`config.mk`:
```
export PLATFORM = sky130hd
export DESIGN_NAME = snd_cmd_encoder
export DESIGN_NICKNAME = d
export VERILOG_FILES = /design/src/rtl/snd_cmd_encoder.sv
export SDC_FILE = /design/constraint.sdc
export NUM_CORES = 1
export LEC_CHECK = 0
export BUFFER_PORTS_ARGS = -buffer_cell sky130_fd_sc_hd__buf_4
export CAP_MARGIN = 20
export CORE_MARGIN = 2
export CORE_UTILIZATION = 59
export DETAILED_ROUTE_END_ITERATION = 8
export GPL_ROUTABILITY_DRIVEN = 1
export GPL_TIMING_DRIVEN = 0
export PLACE_DENSITY = 0.78
export SLEW_MARGIN = 20
export SYNTH_ARGS = -nofsm -noshare
export SYNTH_HDL_FRONTEND = slang
export SYNTH_SLANG_ARGS = --single-unit
```
`constraint.sdc`:
```
create_clock -name clk -period 4.2 [get_ports clk]
set_input_delay 0.63 -clock clk [delete_from_list [all_inputs] [get_ports clk]]
set_output_delay 0.63 -clock clk [all_outputs]
set_load 0.02 [all_outputs]
```
`src/rtl/snd_cmd_encoder.sv`:
```
// Command-side encoder for a TMS9919-compatible sound generator: buffers high-level
// sound commands in a small FIFO and serialises them into spaced latch/data byte writes.
module snd_cmd_encoder #(
   parameter int GAP_CYCLES = 28,
   parameter bit COMPACT    = 1'b1
) (
   input  logic       clk,
   input  logic       reset,
   input  logic       cmd_valid,
   output logic       cmd_ready,
   input  logic [1:0] cmd_chan,
   input  logic       cmd_kind,
   input  logic [9:0] cmd_value,
   output logic       snd_we,
   output logic [7:0] snd_data,
   output logic       busy,
   output logic [2:0] fifo_level
);

   typedef enum logic [1:0] {IDLE, DECODE, WAIT_L, WAIT_D} state_e;

   localparam logic [7:0] GAP_LOAD = 8'(GAP_CYCLES - 1);

   state_e            state_q, state_d;
   logic [3:0][12:0]  mem_q, mem_d;
   logic [1:0]        wr_ptr_q, wr_ptr_d;
   logic [1:0]        rd_ptr_q, rd_ptr_d;
   logic [2:0]        level_q, level_d;
   logic [12:0]       cmd_q, cmd_d;
   logic [7:0]        gap_q, gap_d;
   logic [7:0]        snd_data_q, snd_data_d;
   logic              sh_valid_q, sh_valid_d;
   logic [2:0]        sh_reg_q, sh_reg_d;
   logic [3:0]        sh_low_q, sh_low_d;
   logic              push, pop;
   logic              cmd_tone, shadow_hit;
   logic [7:0]        latch_byte, data_byte;

   assign cmd_ready  = (level_q != 3'd4);
   assign push       = cmd_valid & cmd_ready;
   assign fifo_level = level_q;
   assign busy       = (level_q != 3'd0) | (state_q != IDLE) | (gap_q != 8'd0);

   // Command register layout: [12:11] channel, [10] kind, [9:0] value; [12:10] is the chip register.
   assign latch_byte = {1'b1, cmd_q[12:10], cmd_q[3:0]};
   assign data_byte  = {2'b00, cmd_q[9:4]};
   assign cmd_tone   = ~cmd_q[10] & (cmd_q[12:11] != 2'd3);
   assign shadow_hit = COMPACT & cmd_tone & sh_valid_q &
                       (sh_reg_q == cmd_q[12:10]) & (sh_low_q == cmd_q[3:0]);

   always_comb begin
      mem_d    = mem_q;
      wr_ptr_d = wr_ptr_q;
      rd_ptr_d = rd_ptr_q;
      level_d  = level_q;
      if (push) begin
         mem_d[wr_ptr_q] = {cmd_chan, cmd_kind, cmd_value};
         wr_ptr_d        = wr_ptr_q + 2'd1;
      end
      if (pop) begin
         rd_ptr_d = rd_ptr_q + 2'd1;
      end
      case ({push, pop})
         2'b10:   level_d = level_q + 3'd1;
         2'b01:   level_d = level_q - 3'd1;
         default: level_d = level_q;
      endcase
   end

   always_comb begin
      state_d    = state_q;
      cmd_d      = cmd_q;
      pop        = 1'b0;
      snd_we     = 1'b0;
      snd_data_d = snd_data_q;
      sh_valid_d = sh_valid_q;
      sh_reg_d   = sh_reg_q;
      sh_low_d   = sh_low_q;
      case (state_q)
         IDLE: begin
            if (level_q != 3'd0) begin
               pop     = 1'b1;
               cmd_d   = mem_q[rd_ptr_q];
               state_d = DECODE;
            end
         end
         DECODE: begin
            state_d = shadow_hit ? WAIT_D : WAIT_L;
         end
         WAIT_L: begin
            if (gap_q == 8'd0) begin
               snd_we     = 1'b1;
               snd_data_d = latch_byte;
               sh_valid_d = 1'b1;
               sh_reg_d   = cmd_q[12:10];
               sh_low_d   = cmd_q[3:0];
               state_d    = cmd_tone ? WAIT_D : IDLE;
            end
         end
         WAIT_D: begin
            if (gap_q == 8'd0) begin
               snd_we     = 1'b1;
               snd_data_d = data_byte;
               state_d    = IDLE;
            end
         end
         default: state_d = IDLE;
      endcase
   end

   // The byte appears in the same cycle as its strobe and is held by snd_data_q afterwards.
   assign snd_data = snd_data_d;

   always_comb begin
      gap_d = gap_q;
      if (snd_we) begin
         gap_d = GAP_LOAD;
      end else if (gap_q != 8'd0) begin
         gap_d = gap_q - 8'd1;
      end
   end

   always_ff @(posedge clk or posedge reset) begin
      if (reset) begin
         state_q    <= IDLE;
         wr_ptr_q   <= 2'd0;
         rd_ptr_q   <= 2'd0;
         level_q    <= 3'd0;
         gap_q      <= 8'd0;
         snd_data_q <= 8'h00;
         sh_valid_q <= 1'b0;
         sh_reg_q   <= 3'd0;
         sh_low_q   <= 4'd0;
      end else begin
         state_q    <= state_d;
         wr_ptr_q   <= wr_ptr_d;
         rd_ptr_q   <= rd_ptr_d;
         level_q    <= level_d;
         gap_q      <= gap_d;
         snd_data_q <= snd_data_d;
         sh_valid_q <= sh_valid_d;
         sh_reg_q   <= sh_reg_d;
         sh_low_q   <= sh_low_d;
      end
   end

   // FIFO storage and the command register carry no reset; occupancy and state guard them.
   always_ff @(posedge clk) begin
      mem_q <= mem_d;
      cmd_q <= cmd_d;
   end

endmodule

```
Word-level counts from Yosys, hierarchy flattened:

Cells that the tools add are included.

* add/subtract/negate cells: 5
* magnitude comparators: 3
* equal/unequal tests: 12
* muxes and demuxes: 21
* bitwise gates (word level): 8
* reduce and logical (&&, ||, !) cells: 12

Operators with widths (number)
* $bwmux W52: 1
* $mux W8: 4
* $bmux W13 S2: 1
* $demux W13 S2: 1
* $mux W13: 2
* $pmux W8 S2: 1
* $logic_not A8 Y1: 1
* $mux W2: 4
* $ne A2 B2 Y1 const B: 4
* $pmux W2 S4: 1
* $reduce_bool A8 Y1: 1
* $sub A8 B1 Y8 const B: 1
* $eq A2 B2 Y1 const B: 3
* $lt A2 B3 Y1 const B: 2
* $pmux W3 S2: 1
* $reduce_bool A2 Y1: 3
* $and A1 B1 Y1: 5
* $mux W1: 5
* $add A2 B1 Y2 const B: 2
* $eq A2 B1 Y1 const B: 2
* $eq A4 B4 Y1: 1
* $reduce_and A2 Y1: 2
* $add A3 B1 Y3 const B: 1
* $eq A3 B3 Y1: 1
* 10 further kinds: 11

* register bits: 98
* input port bits: 16
* output and inout bits: 14
* word-level logic and storage cells: 75

Longest topological paths before layout:

Gate-level depths: netlist (run 1).

* depth after elaboration: 7
* depth in mapped cells: 10
* depth with buffers taken out: 10

Least setup slack after synthesis (run 1):

Ideal clock, no wire load.

* kind: register -> register
* start point: register level_q[0] (netlist: fifo_level[0])
* end point: register level_q[2] (netlist: fifo_level[2])
* library setup time: 0.080 ns
* data arrival time: 2.906 ns
* setup slack: 1.214 ns
* cell stages (with the launch flop): 9
* period minus slack after synthesis: 2.986 ns
* cell sequence: dfrtp_1 nor3_1 nor3_1 ha_1 inv_1 fa_1 xor2_1 nor2_1 xor2_1

* word-level cells in the longest chain between the ends: 5
* elaborated cells on any way between the ends: 11

Ends and longest elaborated chain
* start: declaration: line 28 `logic [2:0] level_q, level_d;`
* start signal: assignment: line 138 `level_q <= level_d;`
* $reduce_bool A3 Y1 (*): line 81 `if (level_q != 3'd0) begin`
* $mux W1 (*): line 81
* $mux W1 (*): line 79 `case (state_q)`
* net pop: line 35 `logic push, pop;`
* $eq A2 B1 Y1 / $eq A2 B2 Y1 (equally long branches): line 63 `case ({push, pop})`
* $pmux W3 S2 / $reduce_bool A2 Y1 (equally long branches)

The timed path passes the listed nets; every way through them passes the cells marked *.
A chain may end at the register's enable or synchronous reset.

Worst setup path after layout (run 1):

* start point: register gap_q[0]
* end point: output port snd_data[0]

* word-level cells in the longest chain between the ends: 3
* elaborated cells on any way between the ends: 4

Ends and longest elaborated chain
* start: declaration: line 30 `logic [7:0] gap_q, gap_d;`
* start signal: assignment: line 139 `gap_q <= gap_d;`
* $logic_not A8 Y1 (*): line 91, 101
* $mux W8, on equally long branches: line 101, 91
* $pmux W8 S2 (*): line 79
* end: declaration: line 15 `output logic [7:0] snd_data,`

Every way passes the cells marked *; elsewhere a longest branch is shown, timed or not.

==> impl_results.md, run 1 <==
* Status: finished clean
* TritonCTS clock tree: done
* Post-synthesis mux area share at 13.8%
* Yosys warnings at 0
* Ant. Diodes at 0
* Clk_lat worst skew at 0.36 ns
* FFs w/ async S/R, synth at 33.7%
* Row Count at 29
* Clock Sinks at 98
* Critical path arrival at 2.21 ns
* Die H at 86.1 um
* Slew headroom at 53.6%
* Cell Chain, Critical Path: inv_1, ha_1, nor2b_1, nand4_4, mux2_2, buf_4
* Post-synth EDFFs at 65
* Leak at 0.00171 uW
* Via Count at 2030
* Worst path required time at 3.57 ns
* H-tree Lvls at 3
* RePlAce Congestion at 0.792
* Via density at 5.80
* Total CTS buffers at 9
* Count of final max-slew check failures at 0
* # DRC at 0
* DR pass1 iterations at 4
* CP Class: register to output pin
* Top delay family on crit path: simple AND/OR/NAND/NOR gates
* PwrDens at 678 nW/um2
* PostCTS Resize Cnt at 0
* CTS max path bufs at 2
* Initial Util at 61.9%
* Die Width at 86.1 um
* Slew @ Worst Pin at 0.695 ns
* Synth Area in Simple Gates at 6.99%
* Hold_ws at 0.387 ns
* Crit path largest cell delay at 0.40 ns
* Cells after Synth at 227
* Placed wire-length estimate at 4.28 mm
* Core box area at 6420 um2
* Antenna violations before repair at 0
* Drt initial violations at 63
* Clk slew on worst S/H paths at 0.08 ns
* Total setup buffers inserted after CTS at 0
* Startpoint types: register
* Post-Synthesis Cell Area at 3980 um2
* Number of buffers and inverters on the critical path at 2
* Max Freq at 353 MHz
* Syn_nets at 250
* HP Class: input port to asynchronous set/reset pin
* Final ANT Viol Nets at 0
* Post-route design area at 4500 um2
* Root Buffer: clkbuf_8
* Share of cells above drive strength 1 at 32.6%
* Area share of fa/ha/maj cells after synthesis at 2.39%
* First-pass GRT wire length at 10.4 mm
* Cts hold-fix bufs at 0
* Die area at 7410 um2
* Largest family of logic cells by synthesized area: multiplexers
* RSZ-0062 raised after global routing: no
* Final Critical Period at 2.84 ns
* Layout Skew at 0.0140 ns
* Synth Flop Type: edfxtp_1
* Global route overflow at 0
* Port Buffers at 29
* Final setup viols at 0
* Avg Cell Area, Syn at 17.5 um2
* Register area share after synthesis at 69.9%
* WL/cell at 18.1 um
* Max FO, Critical Path at 9
* Setup tns final at 0 ns
* Vias in the first global route at 2161
* I/O Pins at 30
* CP max-delay cell: dfrtp_1
* Post-synthesis xor/xnor area fraction at 2.86%
* Synth-to-Final Area Change at 13.2%
* Largest net degree at the start of global routing at 34
* Area fraction in compound gates after synthesis at 2.36%
* Maximum VDD drop at 0.000313 V
* Total track usage at 19.2%
* Worst setup EP type: output pin
* Synth unique cells at 36
* Post-DP Area at 4310 um2
* Final #Nets at 291
* Final Hold Vio Count at 0
* Max-capacitance violation count at 0
* Post-route clock period utilization at 67.5%
* #FFs+latches synth at 98
* Routed WL at 6.33 mm
## cells by family after synthesis
group                    count (synthesis)
AO/OA/AOI/OAI                           17
XOR/XNOR                                13
adder cells (fa/ha/maj)                  7
buffers and inverters                   17
flip-flops                              98
multiplexers                            36
AND/OR/NAND/NOR                         39
## power breakdown
group          switching [uW]  internal (uW)
clock                     315            280
combinational             514            444
sequential                152           1350
## stage by stage
stage / worst slack (ns) / instances / util [%] / power, uW
2_1_floorplan: 1.21 / 227 / - / 2180
3_3_place_gp: 0.592 / 333 / 66.8 / 2440
3_5_place_dp: 1.69 / 334 / 67.1 / 2490
4_1_cts: 1.34 / 350 / 70.1 / 3090
5_1_grt: 1.26 / 350 / 70.1 / 3230
6_report: 1.36 / 350 / 70.1 / 3050
## worst paths after layout
path / from / end / slack, ns / depth (start not counted)
worst max-delay path: gap_q[0] / snd_data[0] / 1.36 / 6
worst min-delay path: reset / gap_q[2] / 0.39 / 2
worst max register to register: state_q[0] / fifo_level[2] / 1.67 / 9
max in group asynchronous: reset / fifo_level[2] / 3.36 / 2
min in group clk: cmd_value[9] / mem_q[35] / 0.46 / 1
worst min register to register: snd_data_q[6] / snd_data_q[6] / 0.48 / 2
## layer usage
layer / wire, um / vias up / GRT usage (%)
met5: 0 / - / 0
met4: 99 / 0 / 7.50
met3: 165 / 10 / 4.91
met2: 3240 / 23 / 32.8
met1: 2820 / 1057 / 23.6
li1: - / 940 / -
## state kept, by name, indices dropped and copies added (netlist names)
name / count
rd_ptr_q: 2
sh_reg_q: 3
snd_data_q: 8
cmd_q: 13
fifo_level: 3
sh_valid_q: 1
wr_ptr_q: 2
state_q: 2
gap_q: 8
sh_low_q: 4
mem_q: 52
## final cells by class
| cell class | instances | area [um2] |
|---|---|---|
| clock buffer | 11 | 131 |
| tap | 77 | 96.3 |
| fill | 419 | 1920 |
| multi-input combinational | 112 | 1130 |
| sequential | 98 | 2780 |
| clock inverter | 5 | 63.8 |
| inverter | 12 | 45.0 |
| timing repair buffer | 30 | 229 |
| buffer | 5 | 23.8 |
## cell usage after synthesis, types with 2 or more instances
library cell	instances	area, um2
ha_1	6	75.1
xor2_1	9	78.8
nor2_1	5	18.8
and3_1	4	25.0
edfxtp_1	65	1950
nand2_1	5	18.8
nor4_1	2	12.5
inv_1	12	45.0
nor3_1	4	20.0
mux2i_1	2	20.0
nor4_4	2	42.5
a21oi_1	5	25.0
mux2_2	20	225
a21o_1	2	15.0
xnor2_1	4	35.0
nand3_1	5	25.0
dfrtp_1	33	826
mux4_2	13	293
o21ai_0	9	45.0
buf_2	4	20.0
## cell usage in the layout (no fill, tap or decap), drive strengths merged
| cell type | netlist | routed |
|---|---|---|
| a211o | 1 | 1 |
| a21o | 2 | 2 |
| a21oi | 5 | 5 |
| and2 | 1 | 1 |
| and3 | 4 | 4 |
| and4 | 1 | 1 |
| buf | 4 | 34 |
| bufinv | 0 | 1 |
| clkbuf | 1 | 12 |
| clkinv | 0 | 2 |
| clkinvlp | 0 | 1 |
| dfrtp | 33 | 33 |
| edfxtp | 65 | 65 |
| fa | 1 | 1 |
| ha | 6 | 6 |
| inv | 12 | 13 |
| mux2 | 21 | 21 |
| mux2i | 2 | 2 |
| mux4 | 13 | 13 |
| nand2 | 5 | 5 |
| nand2b | 1 | 1 |
| nand3 | 5 | 5 |
| nand4 | 2 | 2 |
| nor2 | 6 | 6 |
| nor2b | 1 | 1 |
| nor3 | 4 | 4 |
| nor4 | 4 | 4 |
| nor4b | 1 | 1 |
| o21ai | 9 | 9 |
| or2 | 1 | 1 |
| or3 | 1 | 1 |
| or4 | 2 | 2 |
| xnor2 | 4 | 4 |
| xor2 | 9 | 9 |
No activity file was read; power rests on OpenSTA's default activity.
==> run 2: changes to the inputs <==
- CORE_UTILIZATION: 59 -> 53
- PLACE_DENSITY: 0.78 -> 0.74
- clock period: 4.2 -> 2.53 ns (I/O delays scaled with it)
==> run 2 against run 1 <==
  * Via count down 2.1%
  * Core utilization down 6.8 points
  * Clock skew about the same
  * Critical path depth down 2
  * Combinational power up 69%
  * Die area up 11%
  * Register-to-register slack worse by 1.2 ns
  * First-iteration DRC count up 73%
  * Hold slack worse by 0.29 ns
  * Final cell count up 8.0%
  * Largest cell class unchanged
==> impl_results.md, run 2 (synthesis results as in run 1) <==
* Flop pwr share at 48.8% (-0.3 points)
* Vias in the first global route at 1997 (-7.6%)
* Row Count at 31 (+6.9%)
* Total Power at 5090 uW (+67%)
* Slew @ Worst Pin at 0.680 ns (-0.0155 ns)
* Initial Util at 54.8% (-7.1 points)
* Global route overflow at 0 (unchanged)
* Largest register by flop count: mem_q
* Die H at 90.6 um (+5.3%)
* CTS max path bufs at 2 (unchanged)
* Cts hold-fix bufs at 0 (unchanged)
* Comb pwr share at 31.8% (+0.4 points)
* Via Count at 1988 (-2.1%)
* HP Class: input port to asynchronous set/reset pin
* Total CTS buffers at 9 (unchanged)
* Final #Nets at 297 (+2.1%)
* Critical path arrival at 2.05 ns (-0.16 ns)
* Post-route design area at 4590 um2 (+2.1%)
* Slew headroom at 54.6% (+1.0 points)
* Final Hold Vio Count at 0 (unchanged)
* Via density at 5.26 (-9.3%)
* Die area at 8210 um2 (+11%)
* Largest net degree at the start of global routing at 34 (unchanged)
* Count of final max-slew check failures at 0 (unchanged)
* Reg2Reg Setup Slack at 0.44 ns (-1.23 ns)
* Port Buffers at 29 (unchanged)
* Die Width at 90.6 um (+5.3%)
* Clk_lat worst skew at 0.37 ns (about the same)
* Max Freq at 412 MHz
* Multi-input logic area at 1160 um2 (+2.3%)
* Drt initial violations at 109 (+73%)
* Post-DP Area at 4330 um2 (+0.52%)
* WL/cell at 15.9 um (-12%)
* Top flop regs: mem_q x52, cmd_q x13
* Leak at 0.00175 uW (+2.4%)
* Most frequent cells in the layout: 65 x edfxtp_1, 35 x buf_4, 33 x dfrtp_1
* Max FO, Critical Path at 5 (-4)
* Ant. Diodes at 0 (unchanged)
* Share of cells above drive strength 1 at 35.1% (+2.5 points)
* Switching power at 1700 uW (+73%)
* CP Class: register to output pin
* DR pass1 iterations at 4 (unchanged)
* Reg area at 2780 um2 (unchanged)
* Worst path required time at 2.15 ns (-1.42 ns)
* Cells on worst reg2reg path at 10 (+1)
* Fillers at 506 (+21%)
* I/O Pins at 30 (unchanged)
* Final Critical Period at 2.43 ns
* RePlAce Congestion at 0.778 (-1.8%)
* Status: finished clean
* Core box area at 7250 um2 (+13%)
* Final ANT Viol Nets at 0 (unchanged)
* Final Util at 63.3% (-6.8 points)
* Layout Skew at 0.0136 ns (-0.000328 ns)
* Clock power frac at 19.4% (about the same)
* Max-capacitance violation count at 0 (unchanged)
* Antenna violations before repair at 0 (unchanged)
* PwrDens at 1110 nW/um2 (+63%)
* Internal at 3400 uW (+64%)
* Root Buffer: clkbuf_8
* Most common cell after layout, fill and taps aside: edfxtp_1
* Routed WL at 6.03 mm (-4.8%)
* DP Cell Count at 355 (+6.3%)
* Post-route clock period utilization at 96.0%
* RSZ-0062 raised after global routing: no
* Clk slew on worst S/H paths at 0.10 ns (+0.02 ns)
* Startpoint types: register
* Hold_ws at 0.0982 ns (-0.289 ns)
* Placed wire-length estimate at 4.01 mm (-6.4%)
* Final Non-Filler Cells at 378 (+8.0%)
* # DRC at 0 (unchanged)
* RR Startpoint: fifo_level[1]
* Worst setup EP type: output pin
* H-tree Lvls at 3 (unchanged)
* Sw frac at 33.3% (+1.2 points)
* Synth-to-Final Area Change at 15.5%
* Maximum VDD drop at 0.000539 V (+72%)
* TritonCTS clock tree: done
* Clock Sinks at 98 (unchanged)
* Max FFs per register at 52 (unchanged)
* First-pass GRT wire length at 9.89 mm (-5.2%)
* Worst setup path start: gap_q[5]
* Final setup viols at 0 (unchanged)
* Total track usage at 16.1% (-3.2 points)
==> run 2: worst paths after layout <==
| path | end |
|---|---|
| min in group clk | mem_q[35] |
| max reg2reg | fifo_level[2] |
| min | wr_ptr_q[0] |
| max | busy |
| max in group asynchronous | snd_data_q[3] |
| min reg2reg | gap_q[0] |
==> run 2: worst max-delay path: stages (launching register included) <==
cell and delay [ns]:
dfrtp_1 0.46, or4_4 0.61, nor4_4 0.28, nand3_1 0.14, buf_4 0.20
==> run 2: through the flow <==
stage          worst slack (ns)  setup TNS, ns
2_1_floorplan            0.0572              0
3_3_place_gp             -0.332         -0.466
3_5_place_dp            0.00525              0
4_1_cts                 0.00656              0
5_1_grt                 0.00791              0
6_report                  0.100              0
==> run 2: cell type report <==
class / count / area share (%)
Sequential cell: 98 / 60.5
Tap cell: 99 / 2.70
Buffer: 5 / 0.517
Clock inverter: 7 / 1.66
Inverter: 12 / 0.980
Clock buffer: 9 / 2.70
Timing Repair Buffer: 35 / 5.72
Multi-Input combinational cell: 113 / 25.3
==> run 2: routing by layer <==
layer | global-route usage [%] | vias to the layer above | routed length [um]
met5 | 0 | - | 0
met4 | 6.03 | 0 | 89
met3 | 6.26 | 8 | 244
met2 | 24.4 | 30 | 3060
met1 | 21.1 | 985 | 2630
li1 | - | 965 | -
==> run 2: power by group through the flow <==
stage / combinational, uW / sequential [uW] / clock [uW]
2_1_floorplan: 1140 / 2480 / 0
3_5_place_dp: 1600 / 2520 / 0
3_3_place_gp: 1560 / 2500 / 0
4_1_cts: 1610 / 2480 / 1020
6_report: 1620 / 2480 / 990
5_1_grt: 1790 / 2540 / 1090
==> run 2: what timing repair did <==
item                       4_1_cts  5_1_grt
buffers inserted                 0        6
resized for setup                1        1
setup endpoints to repair        8        9
pin swaps                        1        5
cloned                           0        1
